`src/rtl/serial_sub.sv`:
```
// Bit-serial subtractor: computes a - b - bin one bit per clock, LSB first,
// using a single borrow flop; results are held until the next operation completes.
module serial_sub #(
  parameter int WIDTH = 8
) (
  input  logic             clk,
  input  logic             rst_n,
  input  logic             start,
  input  logic [WIDTH-1:0] a,
  input  logic [WIDTH-1:0] b,
  input  logic             bin,
  output logic             busy,
  output logic             done,
  output logic [WIDTH-1:0] d,
  output logic             bout,
  output logic             ovf
);
  localparam int CW = $clog2(WIDTH + 1);

  typedef enum logic [1:0] {IDLE, RUN, DONE} state_t;

  state_t           state, state_nxt;
  logic [WIDTH-1:0] sa, sb, acc;
  logic             br;
  logic [CW-1:0]    cnt;
  logic             dbit, br_nxt, last;

  assign dbit   = sa[0] ^ sb[0] ^ br;
  assign br_nxt = (~sa[0] & sb[0]) | (~(sa[0] ^ sb[0]) & br);
  assign last   = (cnt == CW'(WIDTH - 1));

  always_comb begin
    state_nxt = state;
    busy      = (state == RUN);
    done      = (state == DONE);
    case (state)
      IDLE:    if (start) state_nxt = RUN;
      RUN:     if (last)  state_nxt = DONE;
      DONE:    state_nxt = IDLE;
      default: state_nxt = IDLE;
    endcase
  end

  always_ff @(posedge clk or negedge rst_n) begin
    if (!rst_n) state <= IDLE;
    else        state <= state_nxt;
  end

  always_ff @(posedge clk or negedge rst_n) begin
    if (!rst_n) begin
      sa   <= '0;
      sb   <= '0;
      acc  <= '0;
      br   <= 1'b0;
      cnt  <= '0;
      d    <= '0;
      bout <= 1'b0;
      ovf  <= 1'b0;
    end else begin
      case (state)
        IDLE: if (start) begin
          sa  <= a;
          sb  <= b;
          br  <= bin;
          cnt <= '0;
        end
        RUN: begin
          sa  <= sa >> 1;
          sb  <= sb >> 1;
          br  <= br_nxt;
          acc <= {dbit, acc[WIDTH-1:1]};
          cnt <= cnt + 1'b1;
          // br here is the borrow into the MSB; br_nxt is the borrow out of it
          if (last) begin
            d    <= {dbit, acc[WIDTH-1:1]};
            bout <= br_nxt;
            ovf  <= br ^ br_nxt;
          end
        end
        default: ;
      endcase
    end
  end
endmodule
```
`config.mk`:
```
export PLATFORM = sky130hd
export DESIGN_NAME = serial_sub
export DESIGN_NICKNAME = d
export VERILOG_FILES = /design/src/rtl/serial_sub.sv
export SDC_FILE = /design/constraint.sdc
export NUM_CORES = 1
export LEC_CHECK = 0
export ABC_AREA = 0
export BUFFER_PORTS_ARGS = -buffer_cell sky130_fd_sc_hd__buf_2
export CAP_MARGIN = 20
export CORE_ASPECT_RATIO = 1.25
export CORE_MARGIN = 4
export CORE_UTILIZATION = 30
export CTS_CLUSTER_SIZE = 14
export DETAILED_ROUTE_END_ITERATION = 6
export GPL_ROUTABILITY_DRIVEN = 0
export GPL_TIMING_DRIVEN = 0
export PLACE_DENSITY = 0.54
export SYNTH_ARGS = -nofsm -noshare
export SYNTH_HDL_FRONTEND = slang
export SYNTH_SLANG_ARGS = --single-unit
```
`constraint.sdc`:
```
create_clock -name clk -period 1.85 [get_ports clk]
set_input_delay 0.185 -clock clk [delete_from_list [all_inputs] [get_ports clk]]
set_output_delay 0.185 -clock clk [all_outputs]
set_load 0.01 [all_outputs]
```
==> key figures, run 1 <==
Timing
  – Final setup fails: 0
  – Final period util: 88.8%
  – Setup_tns: 0 ps
  – Final Max Slew Viols: 0
  – Fin. Hold Viols: 0
  – FMAX: roughly 610 MHz
  – RSZ-0062 raised after global routing: false
  – Tmin final: ~1600 ps
  – Relative slew margins: between 30% and 40%
  – Worst slew pin tran: 907 ps
  – Fin worst setup slack: slightly above 200 ps
  – Worst Skew: roughly 11 ps

Yosys
  – Synth Cell Area: 1820 sq um
  – Sequential-to-total area share from yosys stat: approximately 55%
  – Unique masters post-synth: 28
  – Synth Warn #: 0
  – Cell count after synthesis: between 150 and 200
  – Ys flop type: dfrtp_1
  – Asr flop ratio synth: 100%
  – EDFF count, synth: 0
  – FF+latch count, synth: 40
  – Mapped Nets: ~200
  – Syn Area/Cell: ~11 sq um

Die
  – Initial Util: between 30% and 40%
  – Die Y: ~95 um
  – Core Area: 5860 sq um
  – Rows: 31
  – Num ports: 32
  – Chip width: between 70 and 80 um
  – Die area: 7390 sq um

Place
  – Number of instances in the placed design: around 290
  – Pre-CTS setup slack: around 330 ps
  – Detail Placement HPWL: approximately 2.7 mm
  – IO buf count: 31

Global route
  – Largest net degree at the start of global routing: between 40 and 50
  – Via count of the first global-routing pass: about 1,400
  – Initial antenna violation count: 0
  – GRT Residual Overflow: 0
  – Tot GR Track Use: between 10% and 20%
  – First-pass GRT wire length: between 6 and 7 mm

Clock tree
  – Post-CTS setup repair buffer count: 0
  – CTS H-Tree Depth: 2
  – Root Buffer: clkbuf_8
  – Worst-skew pair later-pin latency: 290 ps
  – CTS tree: done
  – # hold bufs at CTS: 0
  – Quantity of gates resized following cts: 0
  – CTS Sinks: 40
  – Clock-pin slew on the worst setup and hold paths: about 80 ps
  – Clock Tree Buf Depth: 2
  – TritonCTS Buffers: 5

Critical path
  – CP Cell Sequence: nand2b_1 -> inv_1 -> buf_2 -> buf_2
  – Critical Path AT: roughly 1500 ps
  – Top Family by Delay on Critical Path: buffers and inverters
  – Worst Setup End Kind: output port
  – CP Class: register to output port
  – Largest stage delay on the critical path: around 420 ps
  – Buf/Inv on CP: 3
  – Crit path launch type: register
  – Crit Path Max Fanout: 10
  – Data required, critical path: 1660 ps
  – Highest-delay cell along the critical path: dfrtp_1
  – Top cell by count, worst path: buf_2

Flow run
  – Max-cap violations: 0

Final layout
  – Share of post-route cells with drive strength above 1: a little over a quarter
  – Final core occ: between 30% and 40%
  – Finished Layout Cells: approximately 290
  – Nets: around 230
  – P&R area growth vs syn: 19.0%
  – Commonest non-fill, non-tap cell in the layout: dfrtp_1
  – Diodes inserted: 0
  – Commonest cells after routing, fill and taps aside: dfrtp_1 (40), buf_2 (36), nand2_1 (27)

Drt
  – Total Wirelength: between 3 and 4 mm
  – Routed Antenna Nets: 0
  – # DRC: 0
  – Drt pass-1 iters: 4
  – Drt via density: between 4 and 5
  – Vias post-DR: 1,374
  – DR iter-0 viols: 79
  – Mean routed wirelength per cell: around 13 um

Power
  – Cell Pwr Density: ~1600 nW/um^2
  – Peak VDD IR: between 0.4 and 0.5 mV
  – Leak: 1.03 nW

Status
  – Outcome: finished clean

Hold path
  – Hold Crit Class: primary input to async pin
where the power goes:
group	switching, mW	internal, mW	total [mW]
combinational	0.745	0.620	1.37
clock	0.324	0.267	0.591
sequential	0.256	1.25	1.51
total	1.33	2.14	3.46
layer usage:
metal | track usage (%) | wire length [um] | up-vias | share of wire [%]
met5 | 0 | 0 | - | 0
met4 | 3.12 | 24 | 0 | 0.61
met3 | 3.88 | 185 | 3 | 4.7
met2 | 19.4 | 1910 | 27 | 49
met1 | 14.8 | 1780 | 669 | 46
li1 | - | - | 675 | -
Yosys cell counts, drive strengths merged (2+ instances only):
master / number / area [sq um]
inv: 4 / 15.0
clkbuf: 4 / 16.3
nand2: 27 / 101
nand3: 2 / 10.0
dfrtp: 40 / 1000
nor2: 2 / 7.51
nor2b: 8 / 50.1
and2b: 8 / 60.1
a22oi: 13 / 97.6
a22o: 2 / 17.5
mux2: 10 / 113
buf: 7 / 43.8
o21ai: 18 / 90.1
a2bb2oi: 3 / 26.3
a21oi: 16 / 80.1
flip-flops by register name, summed over array words and instances, names as in the netlist:
register / cells
d: 8
sa: 8
sb: 8
acc: 7
cnt: 4
state: 2
bout: 1
br: 1
ovf: 1
layout make-up:
| type | count | area (sq um) |
|---|---|---|
| fill | 611 | 3690 |
| multi-input combinational | 118 | 746 |
| clock inverter | 3 | 23.8 |
| tap | 82 | 103 |
| clock buffer | 5 | 68.8 |
| buffer | 10 | 56.3 |
| inverter | 4 | 15.0 |
| timing repair buffer | 31 | 155 |
| sequential | 40 | 1000 |
worst paths after layout:
check | start | end | slack (ps) | cells after the start
setup / recovery | state[1] | busy | 210 | 4
hold / removal | rst_n | sa[3] | 10 | 1
setup reg to reg | cnt[0] | d[6] | 350 | 5
hold reg to reg | acc[1] | acc[1] | 480 | 2
max in group asynchronous | rst_n | state[1] | 1260 | 1
min in group clk | a[0] | sa[0] | 170 | 3
cell families (layout without fill, tap and decap cells):
logic type	after synthesis	count (layout)	synth area share (%)
compound gates	54	54	18.0
buf+inv	15	53	4.12
simple gates	50	50	13.9
mux	11	11	6.73
flops	40	40	54.9
fa+ha+maj	2	2	1.79
xor+xnor	1	1	0.481
through the flow:
step / power (mW) / hold slack (ps) / instance area, sq um
floorplan: 2.46 / -111 / 1820
global placement: 2.91 / 369 / 2080
detailed placement: 2.94 / 367 / 2080
CTS: 3.54 / 35.8 / 2170
global route: 3.79 / 81.5 / 2170
finish: 3.46 / 12.1 / 2170
Power figures use the tool's default switching activity.
==> run 2, diff against run 1 <==
- CORE_ASPECT_RATIO: 1.25 -> 2
- CORE_UTILIZATION: 30 -> 35
- HOLD_SLACK_MARGIN: unset -> 0.06
- PLACE_DENSITY: 0.54 -> 0.6
==> run 2 against run 1 <==
Flip-flop and latch count stayed put. Power is 4.5% higher. First-iteration DRC count is 61% lower. Fmax is 1.0% higher. Critical path depth stayed put. Non-clock buffer count is 1 higher. Register-to-register slack better by 30 ps. Global-route usage is 2.8 points higher. Via count is 1.7% higher. Largest cell class unchanged. Critical path type unchanged. Hold slack better by 160 ps.
==> key figures, run 2 (synthesized netlist as in run 1, its figures left out) <==
Status
  – Outcome: finished clean (unchanged)

Timing
  – Final Max Slew Viols: 0 (unchanged)
  – Final period util: 87.9% (was 88.8%)
  – RSZ-0062 raised after global routing: false (unchanged)
  – Tmin final: 1630 ps (was 1640 ps)
  – FMAX: 615 MHz (was 609 MHz)
  – Worst slew pin tran: 884 ps (was 907 ps)
  – Setup_tns: 0 ps (unchanged)
  – Final setup fails: 0 (unchanged)
  – Worst Skew: 8.96 ps (was 11.0 ps)
  – Fin. Hold Viols: 0 (unchanged)
  – Relative slew margins: 41.1% (was 39.5%)

Clock tree
  – CTS tree: done (unchanged)
  – Post-CTS setup repair buffer count: 0 (unchanged)
  – CTS H-Tree Depth: 2 (unchanged)
  – TritonCTS Buffers: 5 (unchanged)
  – CTS Sinks: 40 (unchanged)
  – Clock-pin slew on the worst setup and hold paths: 80 ps (about the same)
  – Clock Tree Buf Depth: 2 (unchanged)
  – Worst-skew pair later-pin latency: 290 ps (about the same)
  – Root Buffer: clkbuf_8 (unchanged)

Final layout
  – Filler cell count: 514 (was 611)
  – Nets: 233 (was 232)
  – Commonest non-fill, non-tap cell in the layout: dfrtp_1 (unchanged)
  – Finished Layout Cells: 269 (was 293)
  – Share of post-route cells with drive strength above 1: 27.4% (was 27.5%)
  – Commonest cells after routing, fill and taps aside: dfrtp_1 (40), buf_2 (36), nand2_1 (27) (unchanged)
  – Largest regs: d x8, sa x8, sb x8 (unchanged)
  – P&R area growth vs syn: 18.9% (was 19.0%)
  – Diodes inserted: 0 (unchanged)

Flow run
  – Max-cap violations: 0 (unchanged)

Place
  – IO buf count: 31 (unchanged)
  – Number of instances in the placed design: 261 (was 286)
  – Detail Placement HPWL: 2.90 mm (was 2.73 mm)

Drt
  – Total Wirelength: 4.04 mm (was 3.91 mm)
  – Metal3 WL: 140 um (was 185 um)
  – Mean routed wirelength per cell: 15.0 um (was 13.3 um)
  – DR iter-0 viols: 31 (was 79)
  – Drt pass-1 iters: 4 (unchanged)
  – Vias post-DR: 1,398 (was 1,374)
  – Drt via density: 5.20 (was 4.69)
  – # DRC: 0 (unchanged)
  – Met2 WL post-DR: 2.18 mm (was 1.91 mm)
  – DRT met1 WL: 1.60 mm (was 1.78 mm)
  – Routed Antenna Nets: 0 (unchanged)
  – Highest routed layer: met4 (unchanged)

Critical path
  – Worst Setup End Kind: output port (unchanged)
  – Data required, critical path: 1660 ps (about the same)
  – Crit Path Max Fanout: 10 (unchanged)
  – R2R Setup Slk: 380 ps (was 350 ps)
  – R2r startpoint: cnt[0] (unchanged)
  – Crit path launch type: register (unchanged)
  – Reg2reg end: d[6] (unchanged)
  – CP Cell Sequence: nand2b_1 -> inv_1 -> buf_2 -> buf_2 (unchanged)
  – CP Class: register to output port (unchanged)
  – Top cell by count, worst path: buf_2 (unchanged)
  – Highest-delay cell along the critical path: dfrtp_1 (unchanged)
  – Critical Path AT: 1440 ps (was 1460 ps)
  – Largest stage delay on the critical path: 410 ps (was 420 ps)
  – Reg2Reg Depth: 5 (unchanged)
  – CP endpoint: busy (unchanged)
  – Critical path origin: state[1] (unchanged)

Die
  – Die area: 6490 sq um (was 7390 sq um)
  – Initial Util: 36.8% (was 31.1%)
  – Core Area: 4950 sq um (was 5860 sq um)
  – Rows: 36 (was 31)
  – Chip width: 59.0 um (was 77.7 um)
  – Die Y: 110 um (was 95.1 um)
  – Num ports: 32 (unchanged)

Power
  – Peak VDD IR: 1.18 mV (was 0.413 mV)
  – Leak: 1.05 nW (was 1.03 nW)
  – Cell Pwr Density: 1670 nW/um^2 (was 1600 nW/um^2)

Hold path
  – Hold Crit Class: primary input to register (was primary input to async pin)

Global route
  – Largest net degree at the start of global routing: 41 (unchanged)
  – First-pass GRT wire length: 7.09 mm (was 6.79 mm)
  – Via count of the first global-routing pass: 1,481 (was 1,386)
  – Initial antenna violation count: 0 (unchanged)
  – GRT Residual Overflow: 0 (unchanged)
  – Tot GR Track Use: 14.5% (was 11.7%)
==> run 2: cell types whose count changed in the layout (fill, tap and decap cells not counted), sizes merged <==
cell / before / now
bufinv: 0 / 1
clkinvlp: 2 / 1
dlygate4sd3: 0 / 1
==> run 2: area by class of cell <==
| class | count | area [sq um] | share of cell area, % |
|---|---|---|---|
| Sequential cell | 40 | 1000 | 46.2 |
| Clock inverter | 3 | 42.5 | 1.96 |
| Clock buffer | 5 | 68.8 | 3.18 |
| Multi-Input combinational cell | 118 | 746 | 34.4 |
| Tap cell | 57 | 71.3 | 3.29 |
| Inverter | 4 | 15.0 | 0.693 |
| Timing Repair Buffer | 32 | 165 | 7.63 |
| Buffer | 10 | 56.3 | 2.60 |
==> run 2: worst min path at each step <==
stage           from      to  cells after the start
2_1_floorplan  rst_n  acc[1]                      0
3_3_place_gp   rst_n    d[1]                      1
3_5_place_dp   rst_n   sa[5]                      1
4_1_cts         a[0]   sa[0]                      3
5_1_grt         a[1]   sa[1]                      3
6_report        a[0]   sa[0]                      3
==> run 2: report_power, final <==
part | internal, mW | switching (mW) | total [mW]
combinational | 0.628 | 0.772 | 1.40
clock | 0.399 | 0.310 | 0.709
sequential | 1.25 | 0.260 | 1.51
==> run 2: what timing repair did <==
| item | 4_1_cts | 5_1_grt |
|---|---|---|
| hold endpoints to repair | 40 | 0 |
| endpoints found under the setup margin | 0 | 1 |
| hold buffers | 1 | 0 |
| gates resized for setup | 0 | 0 |
==> run 2: routing by layer <==
layer	vias to the layer above	GRT usage, %
li1	674	-
met1	690	15.8
met2	26	25.9
met3	8	2.68
met4	0	7.78
met5	-	0
==> run 2: per-stage QoR <==
stage | setup WS, ps | utilization, % | hold slack, ps | cell area [sq um] | power, mW
after floorplan | 486 | - | -111 | 1820 | 2.46
after global placement | 332 | 41.3 | 368 | 2050 | 2.90
after detailed placement | 335 | 41.3 | 365 | 2050 | 2.95
after CTS | 17.9 | 43.8 | 158 | 2170 | 3.68
after global routing | 123 | 43.7 | 181 | 2170 | 3.93
final | 224 | 43.7 | 171 | 2170 | 3.62
==> run 2: critical path, delay by kind of cell (launching register included) <==
family | cells | cell delay, ps
and+or+nand+nor | 1 | 190
DFF | 1 | 410
buffers and inverters | 3 | 550
